## src/rtl/ex_muldiv.sv

```systemverilog
// ex_muldiv: iterative RV32M multiply/divide unit for the EX stage.
//
// A 32-step sequential engine. Multiply is shift-add on operand magnitudes
// into a 64-bit product; divide is restoring shift-subtract on magnitudes.
// Signs are applied once on the final step, so every op (special cases
// included) has the same latency: done is high in the cycle after the
// 32nd RUN edge.
//
// Ports
//   clk     in   rising-edge clock
//   rst_n   in   asynchronous active-low reset
//   start   in   operation request (ignored while busy)
//   funct3  in   000 MUL 001 MULH 010 MULHSU 011 MULHU
//                100 DIV 101 DIVU 110 REM    111 REMU
//   op_a    in   rs1 operand
//   op_b    in   rs2 operand
//   wa      in   destination register address
//   flush   in   synchronous kill, priority over start
//   busy    out  high in RUN and DONE
//   stall   out  pipeline hold request
//   done    out  one-cycle result-valid strobe
//   result  out  final result, held until the next done
//   wa_out  out  destination address of the completed op
//
// state  | meaning
// -------+----------------------------------------------------
// IDLE   | waiting for start; start & ~flush launches an op
// RUN    | one iteration per edge, 32 edges (count 0..31)
// DONE   | result valid for one cycle, then back to IDLE
module ex_muldiv (
  input  logic        clk,
  input  logic        rst_n,
  input  logic        start,
  input  logic [2:0]  funct3,
  input  logic [31:0] op_a,
  input  logic [31:0] op_b,
  input  logic [4:0]  wa,
  input  logic        flush,
  output logic        busy,
  output logic        stall,
  output logic        done,
  output logic [31:0] result,
  output logic [4:0]  wa_out
);

  typedef enum logic [1:0] {
    S_IDLE = 2'd0,
    S_RUN  = 2'd1,
    S_DONE = 2'd2
  } state_t;

  state_t r_state;
  state_t w_state_nxt;

  logic [4:0]  r_cnt;
  logic [2:0]  r_funct3;
  logic [31:0] r_opnd;     // multiplicand (mul) or divisor (div) magnitude
  logic [63:0] r_work;     // mul: {partial hi, multiplier}; div: {rem, quotient}
  logic        r_neg;      // final result must be negated
  logic        r_b_zero;
  logic [31:0] r_result;
  logic [4:0]  r_wa_out;
  logic [4:0]  r_wa;

  logic        w_accept;
  logic        w_finish;
  logic        w_a_signed;
  logic        w_b_signed;
  logic        w_a_neg;
  logic        w_b_neg;
  logic [31:0] w_a_mag;
  logic [31:0] w_b_mag;
  logic        w_neg;
  logic [32:0] w_sum;
  logic [63:0] w_mul_nxt;
  logic [32:0] w_shift;
  logic [33:0] w_diff;
  logic [63:0] w_div_nxt;
  logic [63:0] w_work_nxt;
  logic [63:0] w_prod_fix;
  logic [31:0] w_quo_fix;
  logic [31:0] w_rem_fix;
  logic [31:0] w_result_nxt;

  // ---------------------------------------------------------------- FSM
  always_ff @(posedge clk or negedge rst_n) begin
    if (!rst_n) r_state <= S_IDLE;
    else        r_state <= w_state_nxt;
  end

  always_comb begin
    w_state_nxt = r_state;
    busy        = 1'b0;
    stall       = 1'b0;
    done        = 1'b0;
    case (r_state)
      S_IDLE: begin
        if (start && !flush) begin
          w_state_nxt = S_RUN;
          stall       = 1'b1;
        end
      end
      S_RUN: begin
        busy  = 1'b1;
        stall = 1'b1;
        if (flush)                w_state_nxt = S_IDLE;
        else if (r_cnt == 5'd31)  w_state_nxt = S_DONE;
      end
      S_DONE: begin
        busy        = 1'b1;
        done        = 1'b1;
        w_state_nxt = S_IDLE;
      end
      default: w_state_nxt = S_IDLE;
    endcase
  end

  assign w_accept = (r_state == S_IDLE) && start && !flush;
  assign w_finish = (r_state == S_RUN) && !flush && (r_cnt == 5'd31);

  // ------------------------------------------------- operand preparation
  // op_a is unsigned only for MULHU/DIVU/REMU; op_b additionally for MULHSU.
  assign w_a_signed = !((funct3 == 3'b011) || (funct3 == 3'b101) || (funct3 == 3'b111));
  assign w_b_signed = w_a_signed && (funct3 != 3'b010);
  assign w_a_neg    = w_a_signed && op_a[31];
  assign w_b_neg    = w_b_signed && op_b[31];
  assign w_a_mag    = w_a_neg ? (32'd0 - op_a) : op_a;
  assign w_b_mag    = w_b_neg ? (32'd0 - op_b) : op_b;
  // Remainder follows the dividend; product and quotient follow the xor.
  assign w_neg      = (funct3[2] && funct3[1]) ? w_a_neg : (w_a_neg ^ w_b_neg);

  // ------------------------------------------------------- one iteration
  assign w_sum     = {1'b0, r_work[63:32]} + {1'b0, r_opnd};
  assign w_mul_nxt = r_work[0] ? {w_sum, r_work[31:1]} : {1'b0, r_work[63:1]};

  // Shifted remainder can reach 33 bits; compare in 34 bits so the sign
  // bit of the difference is a clean borrow.
  assign w_shift   = {r_work[63:32], r_work[31]};
  assign w_diff    = {1'b0, w_shift} - {2'b00, r_opnd};
  assign w_div_nxt = w_diff[33] ? {w_shift[31:0], r_work[30:0], 1'b0}
                                : {w_diff[31:0],  r_work[30:0], 1'b1};

  assign w_work_nxt = r_funct3[2] ? w_div_nxt : w_mul_nxt;

  // --------------------------------------------------- final sign fix-up
  assign w_prod_fix = r_neg ? (64'd0 - w_work_nxt) : w_work_nxt;
  assign w_quo_fix  = r_neg ? (32'd0 - w_work_nxt[31:0])  : w_work_nxt[31:0];
  assign w_rem_fix  = r_neg ? (32'd0 - w_work_nxt[63:32]) : w_work_nxt[63:32];

  always_comb begin
    w_result_nxt = 32'd0;
    case (r_funct3)
      3'b000:                 w_result_nxt = w_prod_fix[31:0];
      3'b001, 3'b010, 3'b011: w_result_nxt = w_prod_fix[63:32];
      // x/0 naturally yields an all-ones magnitude, but the sign fix-up
      // would corrupt it for negative dividends, so force it here.
      3'b100, 3'b101:         w_result_nxt = r_b_zero ? 32'hFFFF_FFFF : w_quo_fix;
      default:                w_result_nxt = w_rem_fix;
    endcase
  end

  // ------------------------------------------------------------ datapath
  always_ff @(posedge clk or negedge rst_n) begin
    if (!rst_n) begin
      r_cnt    <= 5'd0;
      r_funct3 <= 3'd0;
      r_opnd   <= 32'd0;
      r_work   <= 64'd0;
      r_neg    <= 1'b0;
      r_b_zero <= 1'b0;
      r_wa     <= 5'd0;
      r_result <= 32'd0;
      r_wa_out <= 5'd0;
    end else if (w_accept) begin
      r_cnt    <= 5'd0;
      r_funct3 <= funct3;
      r_opnd   <= funct3[2] ? w_b_mag : w_a_mag;
      r_work   <= {32'd0, (funct3[2] ? w_a_mag : w_b_mag)};
      r_neg    <= w_neg;
      r_b_zero <= (op_b == 32'd0);
      r_wa     <= wa;
    end else if (r_state == S_RUN) begin
      if (flush) begin
        r_cnt <= 5'd0;
      end else begin
        r_work <= w_work_nxt;
        if (w_finish) begin
          r_cnt    <= 5'd0;
          r_result <= w_result_nxt;
          r_wa_out <= r_wa;
        end else begin
          r_cnt <= r_cnt + 5'd1;
        end
      end
    end
  end

  assign result = r_result;
  assign wa_out = r_wa_out;

endmodule

```

## config.mk

```make
export PLATFORM = sky130hd
export DESIGN_NAME = ex_muldiv
export DESIGN_NICKNAME = d
export VERILOG_FILES = /design/src/rtl/ex_muldiv.sv
export SDC_FILE = /design/constraint.sdc
export NUM_CORES = 1
export LEC_CHECK = 0
export CORE_MARGIN = 2
export CORE_UTILIZATION = 55
export DETAILED_ROUTE_END_ITERATION = 10
export PLACE_DENSITY = 0.78
export SLEW_MARGIN = 25
export SYNTH_ARGS = -nofsm -noshare
export SYNTH_HDL_FRONTEND = slang
export SYNTH_SLANG_ARGS = --single-unit
export TNS_END_PERCENT = 10
```

## constraint.sdc

```tcl
create_clock -name clk -period 6.39 [get_ports clk]
set_clock_uncertainty 0.15 [all_clocks]
set_input_delay 0.639 -clock clk [delete_from_list [all_inputs] [get_ports clk]]
set_output_delay 0.639 -clock clk [all_outputs]
set_load 0.02 [all_outputs]
```

Word level (Yosys, flattened, before mapping)
Index checks and enable logic that the tools add are counted.

Equal/unequal tests: 15. Reductions and logical operators: 23. Bitwise logic cells: 3. Mux-type cells: 28. $add $sub $neg: 8.

Operator list (count): $mux 64 (7); $mux 32 (7); $sub 1x32->32 const A (4); $pmux 32 s3 (1); $sub 1x64->64 const A (1); $sub 33x32->34 (1); $add 32x32->33 (1); $logic_not 32->1 (1); $mux 5 (4); $eq 3x3->1 const B (4); $eq 3x2->1 const B (3); $logic_and 1x1->1 (9); $mux 2 (3); $ne 3x2->1 const B (2); $add 5x1->5 const B (1); $eq 5x5->1 const B (1); $mux 1 (4); $pmux 2 s2 (1); $reduce_and 2->1 (2); $reduce_and 4->1 (1); $reduce_or 2->1 (2); $eq 3x1->1 const B (1); $logic_not 3->1 (1); $reduce_or 3->1 (1); other kinds (11) (14).

Output and inout bits: 40. Register bits: 150.

Logic depth before layout (Yosys ltp)
Gate-level depths: netlist of run 1.

Depth in word-level cells: 9. Gate-level depth with buffers: 20. Gate-level depth less buffers: 18.

Worst setup path before layout of run 1
No wires, ideal clock.

Path kind: flip-flop to flip-flop. Start point: reg r_work[37]. End point: reg r_result[4] (netlist: result[4]). Arrival time: 4.614 ns. Path buffers: 1. Slack: 1.493 ns. Clock period less this slack: 4.897 ns. Stages on the path, launching flop included: 18. Data required time: 6.107 ns. Cells stage by stage: dfrtp_1 ha_1 buf_6 a21o_1 a21o_1 a21o_1 a221o_1 a211oi_1 o21bai_1 ha_1 o211ai_1 or4_1 or4_1 and2_0 nor4_1 nor3_1 a211oi_1 o31ai_1.

Longest elaborated chain between the ends: 7. Elaborated cells on any way between the ends: 13. Classes of those cells: add/sub: 5; mux: 8.

RTL lines: start, declared (RTL line 58) `logic [63:0] r_work;`; start signal, assigned (RTL line 178) `r_work <= {32'd0, (funct3[2] ? w_a_mag : w_b_mag)};`; start signal, assigned (RTL line 186) `r_work <= w_work_nxt;`; $sub 33x32->34 (RTL line 139) `assign w_diff = {1'b0, w_shift} - {2'b00, r_opnd};`; $mux 64 (RTL line 140) `assign w_div_nxt = w_diff[33] ? {w_shift[31:0], r_work[30:0], 1'b0}`; $mux 64 (*) (RTL line 143) `assign w_work_nxt = r_funct3[2] ? w_div_nxt : w_mul_nxt;`; $sub 1x32->32 (RTL line 147) `assign w_quo_fix = r_neg ? (32'd0 - w_work_nxt[31:0]) : w_work_nxt[31:0];`; $mux 32 (RTL line 147); $mux 32 (RTL line 157) `3'b100, 3'b101: w_result_nxt = r_b_zero ? 32'hFFFF_FFFF : w_quo_fix;`; $pmux 32 s3 (*) (RTL line 152) `case (r_funct3)`; end signal, assigned (RTL line 189) `r_result <= w_result_nxt;`; end, declared (RTL line 61) `logic [31:0] r_result;`.

Mark *: on every way between the ends. The rest lies on a longest branch, timed or not. A chain may end at the register's enable or synchronous reset.

Worst setup path in the final report of run 1
Start point: reg r_opnd[1]. End point: reg r_result[18] (netlist: result[18]).

Longest elaborated chain between the ends: 7. Elaborated cells on any way between the ends: 13. Classes of those cells: add/sub: 5; mux: 8.

RTL lines: start, declared (RTL line 57) `logic [31:0] r_opnd;`; start signal, assigned (RTL line 177) `r_opnd <= funct3[2] ? w_b_mag : w_a_mag;`; $sub 33x32->34 (RTL line 139); $mux 64 (RTL line 140); $mux 64 (*) (RTL line 143); $sub 1x32->32 (RTL line 147); $mux 32 (RTL line 147); $mux 32 (RTL line 157); $pmux 32 s3 (*) (RTL line 152).

Marks and branches as above.

==> out/metrics.yaml, run 1 <==
route:
  drtPass1Iterations: 8
  num_vias: 17690
  drt_wl_total_mm: 60.01
  wl_per_cell_um: 22.66
  antenna_left: 0
  drcViolationCount: 0
  detailedRoute.firstIterationViolations: 2507
  vias_per_cell: 6.682
global_routing:
  grt_pass1_vias: 16360
  grt_pass1_wl_mm: 92.08
  antenna_found_initial: 2
  grt_max_degree: 98
  grt_usage_pct: 38.71
  grt_overflow: 0
setup_path:
  cp_cell_sequence: "inv_1 > ha_1 > nor2b_1 > o2111ai_1 > a211oi_1 > a221o_1 > a211oi_1 > o21bai_1 > ha_1 > o211ai_1 > or4_1 > or4_1 > buf_4 > and2_1 > or3_1 > mux2i_1 > a211oi_2 > o21ai_1"
  cp_max_fo: 13
  endpoint_kind: "flop"
  crit_buf_inv: 2
  path_class: "flop to flop"
  startpoint_type: "flop"
  worstPathArrival_ns: 5.96
  cpLargestDelayFamily: "compound AO/OA/AOI/OAI gates"
  worstPathRequired_ns: 6.62
  cpPeakStageDelay_ns: 0.60
  slowest_stage: "a211oi_1"
floorplanning:
  rows: 62
  die_w_um: 174.5
  core_sq_um: 28700
  fp.dieH_um: 174.5
  io_pins: 116
  dieArea_sq_um: 30460
  start_util_pct: 55.72
sta:
  fin_crit_ns: 5.733
  tns_ns: 0
  finalSetupViolCount: 0
  maxSlewHeadroom_pct: 33.72
  rsz0062_at_grt: "no"
  worst_slew_pin_slew_ns: 0.9942
  max_freq_ghz: 0.1744
  hold_viol: 0
  min_period_over_period_pct: 89.71
  final_max_slew_viol_count: 0
final_layout:
  drive_gt1_share_pct: 5.786
  n_fill_cell: 2600
  multiInputGateArea_sq_um: 11440
  num_antenna_cells: 0
  syn_to_final_growth_pct: 13.11
  nNetsFinal: 2402
  regArea_sq_um: 3759
worst_hold_path:
  hold_class: "input pin to async pin"
cts:
  htree_num_levels: 4
  cts_hold_buffers: 0
  cts_buffer_depth: 2
  clk-insertion-delay-late_ns: 0.45
  cts_buffers: 17
  cts_tree: "yes"
  cts_resized: 0
  clk_pin_slew_ns: 0.08
  cts_setup_buffers: 0
  clock_sinks: 150
  clockRootBuffer: "clkbuf_16"
synthesis:
  synth.distinct_cells: 90
  ys_async_sr_fraction_pct: 100.0
  synth_ff_type: "dfrtp_1"
  synth_area_sq_um: 15990
  seq_area_frac_synth_pct: 23.47
  syn-num-nets: 2355
  syn_inst: 2204
  yosys_register_bits: 150
  synth_edf_count: 0
  yosysWarnings: 0
  syn_avg_cell_area_sq_um: 7.256
run:
  cap_viol_max_count: 0
power_and_ir_drop:
  total_power_mw: 10.13
  max-vdd-ir-drop_mv: 0.3340
  powerDensity_nw_per_um2: 560.1
  leakagePower_nw: 7.433
placement:
  io_buffers: 115
  routabilityCongestion: 1.006
  dp.final_hpwl_mm: 46.00
run_status:
  outcome: "finished clean"
-- through the flow --
stage               setup slack [ns]  area (sq um)  util, %  instances  hold WS (ns)
floorplan                      1.493         15990        -       2204        0.1934
global placement              0.9325         17460    60.84       2616        0.2969
detailed placement            0.7738         17460    60.84       2616        0.3040
CTS                           0.7463         18090    63.03       2648        0.1478
global route                  0.3582         18090    63.03       2648        0.1803
finish                        0.6573         18090    63.03       2648       0.07431
-- power by group --
part | internal, mW | total [mW] | switching [mW] | leakage [nW]
Clock | 0.570 | 1.09 | 0.524 | 0.306
Combinational | 2.56 | 7.42 | 4.86 | 5.22
Sequential | 1.23 | 1.62 | 0.391 | 1.90
Total | 4.36 | 10.1 | 5.78 | 7.43
-- worst paths after layout --
kind | from | to | slack [ns] | cells after the start
setup / recovery | r_opnd[1] | result[18] | 0.66 | 18
hold reg to reg | r_wa[4] | wa_out[4] | 0.32 | 2
max in group asynchronous | rst_n | r_funct3[2] | 4.57 | 2
min in group clk | r_wa[4] | wa_out[4] | 0.32 | 2
hold / removal | rst_n | r_opnd[20] | 0.07 | 1
setup reg to reg | r_opnd[1] | result[18] | 0.66 | 18
-- final cells by class --
| type | count | share of cell area (%) |
|---|---|---|
| flip-flops and latches | 150 | 20.78 |
| clock inverters | 15 | 1.120 |
| well taps | 384 | 2.656 |
| multi-input cells | 1847 | 63.25 |
| inverters | 71 | 1.473 |
| repair buffers | 164 | 8.376 |
| clock buffers | 17 | 2.352 |
-- synthesized netlist by cell type, types with 8 or more instances --
library cell	instances	area, sq um
dfrtp_1	150	3754
buf_2	11	55.05
buf_1	17	63.81
nor2_1	203	762.0
nor4_1	21	131.4
o41ai_1	8	70.07
inv_1	71	266.5
o31ai_1	32	240.2
o21ai_0	214	1071
or3_1	18	112.6
nand3_1	29	145.1
nand2_1	311	1167
nor3_1	67	335.3
a22o_1	21	183.9
and2_1	24	150.1
a21oi_1	205	1026
and3_1	20	125.1
clkbuf_1	104	390.4
nor3b_1	9	67.56
xor2_1	64	560.5
o22ai_1	14	87.58
ha_1	73	913.4
o311ai_0	8	70.07
nand2b_1	20	125.1
a31oi_1	30	187.7
nor2b_1	14	87.58
or4_1	9	67.56
mux2_2	9	101.4
o31a_1	9	78.83
a21o_1	29	217.7
o21a_1	17	127.6
xnor2_1	88	770.7
or2_2	10	62.56
o211ai_1	41	307.8
nand4_1	23	143.9
a211oi_1	22	165.2
mux2i_1	51	510.5
-- logic make-up (layout without fill, tap and decap cells) --
family,count (synthesis),after routing,share of synthesized area [%]
AO/OA/AOI/OAI,762,762,30.50
buffers and inverters,207,267,5.070
flip-flops,150,150,23.47
XOR/XNOR,152,152,8.324
adder cells (fa/ha/maj),75,75,5.962
multiplexers,60,60,3.826
AND/OR/NAND/NOR,798,798,22.84
-- state kept, by name, indices dropped and copies added, names as in the netlist --
signal,flops
r_opnd,32
r_state,2
r_cnt,5
r_wa,5
r_b_zero,1
r_funct3,3
wa_out,5
result,32
r_neg,1
r_work,64
-- cells in the final DEF, fill, tap and decap left out, drive strengths merged, types with 20 or more instances in the layout --
cell type	n
a211oi	23
a21o	29
a21oi	208
a22o	21
a31oi	30
and2	26
and3	20
buf	51
clkdlybuf4s50	113
dfrtp	150
ha	73
inv	78
mux2i	51
nand2	311
nand2b	20
nand3	29
nand4	24
nor2	203
nor3	67
nor4	21
o211ai	42
o21ai	221
o31ai	32
xnor2	88
xor2	64
-- per-layer routing --
metal | vias up | wire length [um] | track usage [%]
met5 | - | 10 | 0
met4 | 2 | 3884 | 21.94
met3 | 204 | 6085 | 7.196
met2 | 1002 | 26510 | 60.37
met1 | 8363 | 23520 | 50.47
li1 | 8122 | - | -
No activity file was read; power rests on OpenSTA's default activity.
==> inputs of run 2 (changes only) <==
--- a/config.mk
+++ b/config.mk
@@ -7,6 +7,7 @@
 export LEC_CHECK = 0
 export CORE_MARGIN = 2
 export CORE_UTILIZATION = 55
+export CTS_CLUSTER_SIZE = 30
 export DETAILED_ROUTE_END_ITERATION = 10
 export PLACE_DENSITY = 0.78
 export SLEW_MARGIN = 25
==> results of run 2 <==
The final DEF is identical to that of run 1; final timing and power are the same.
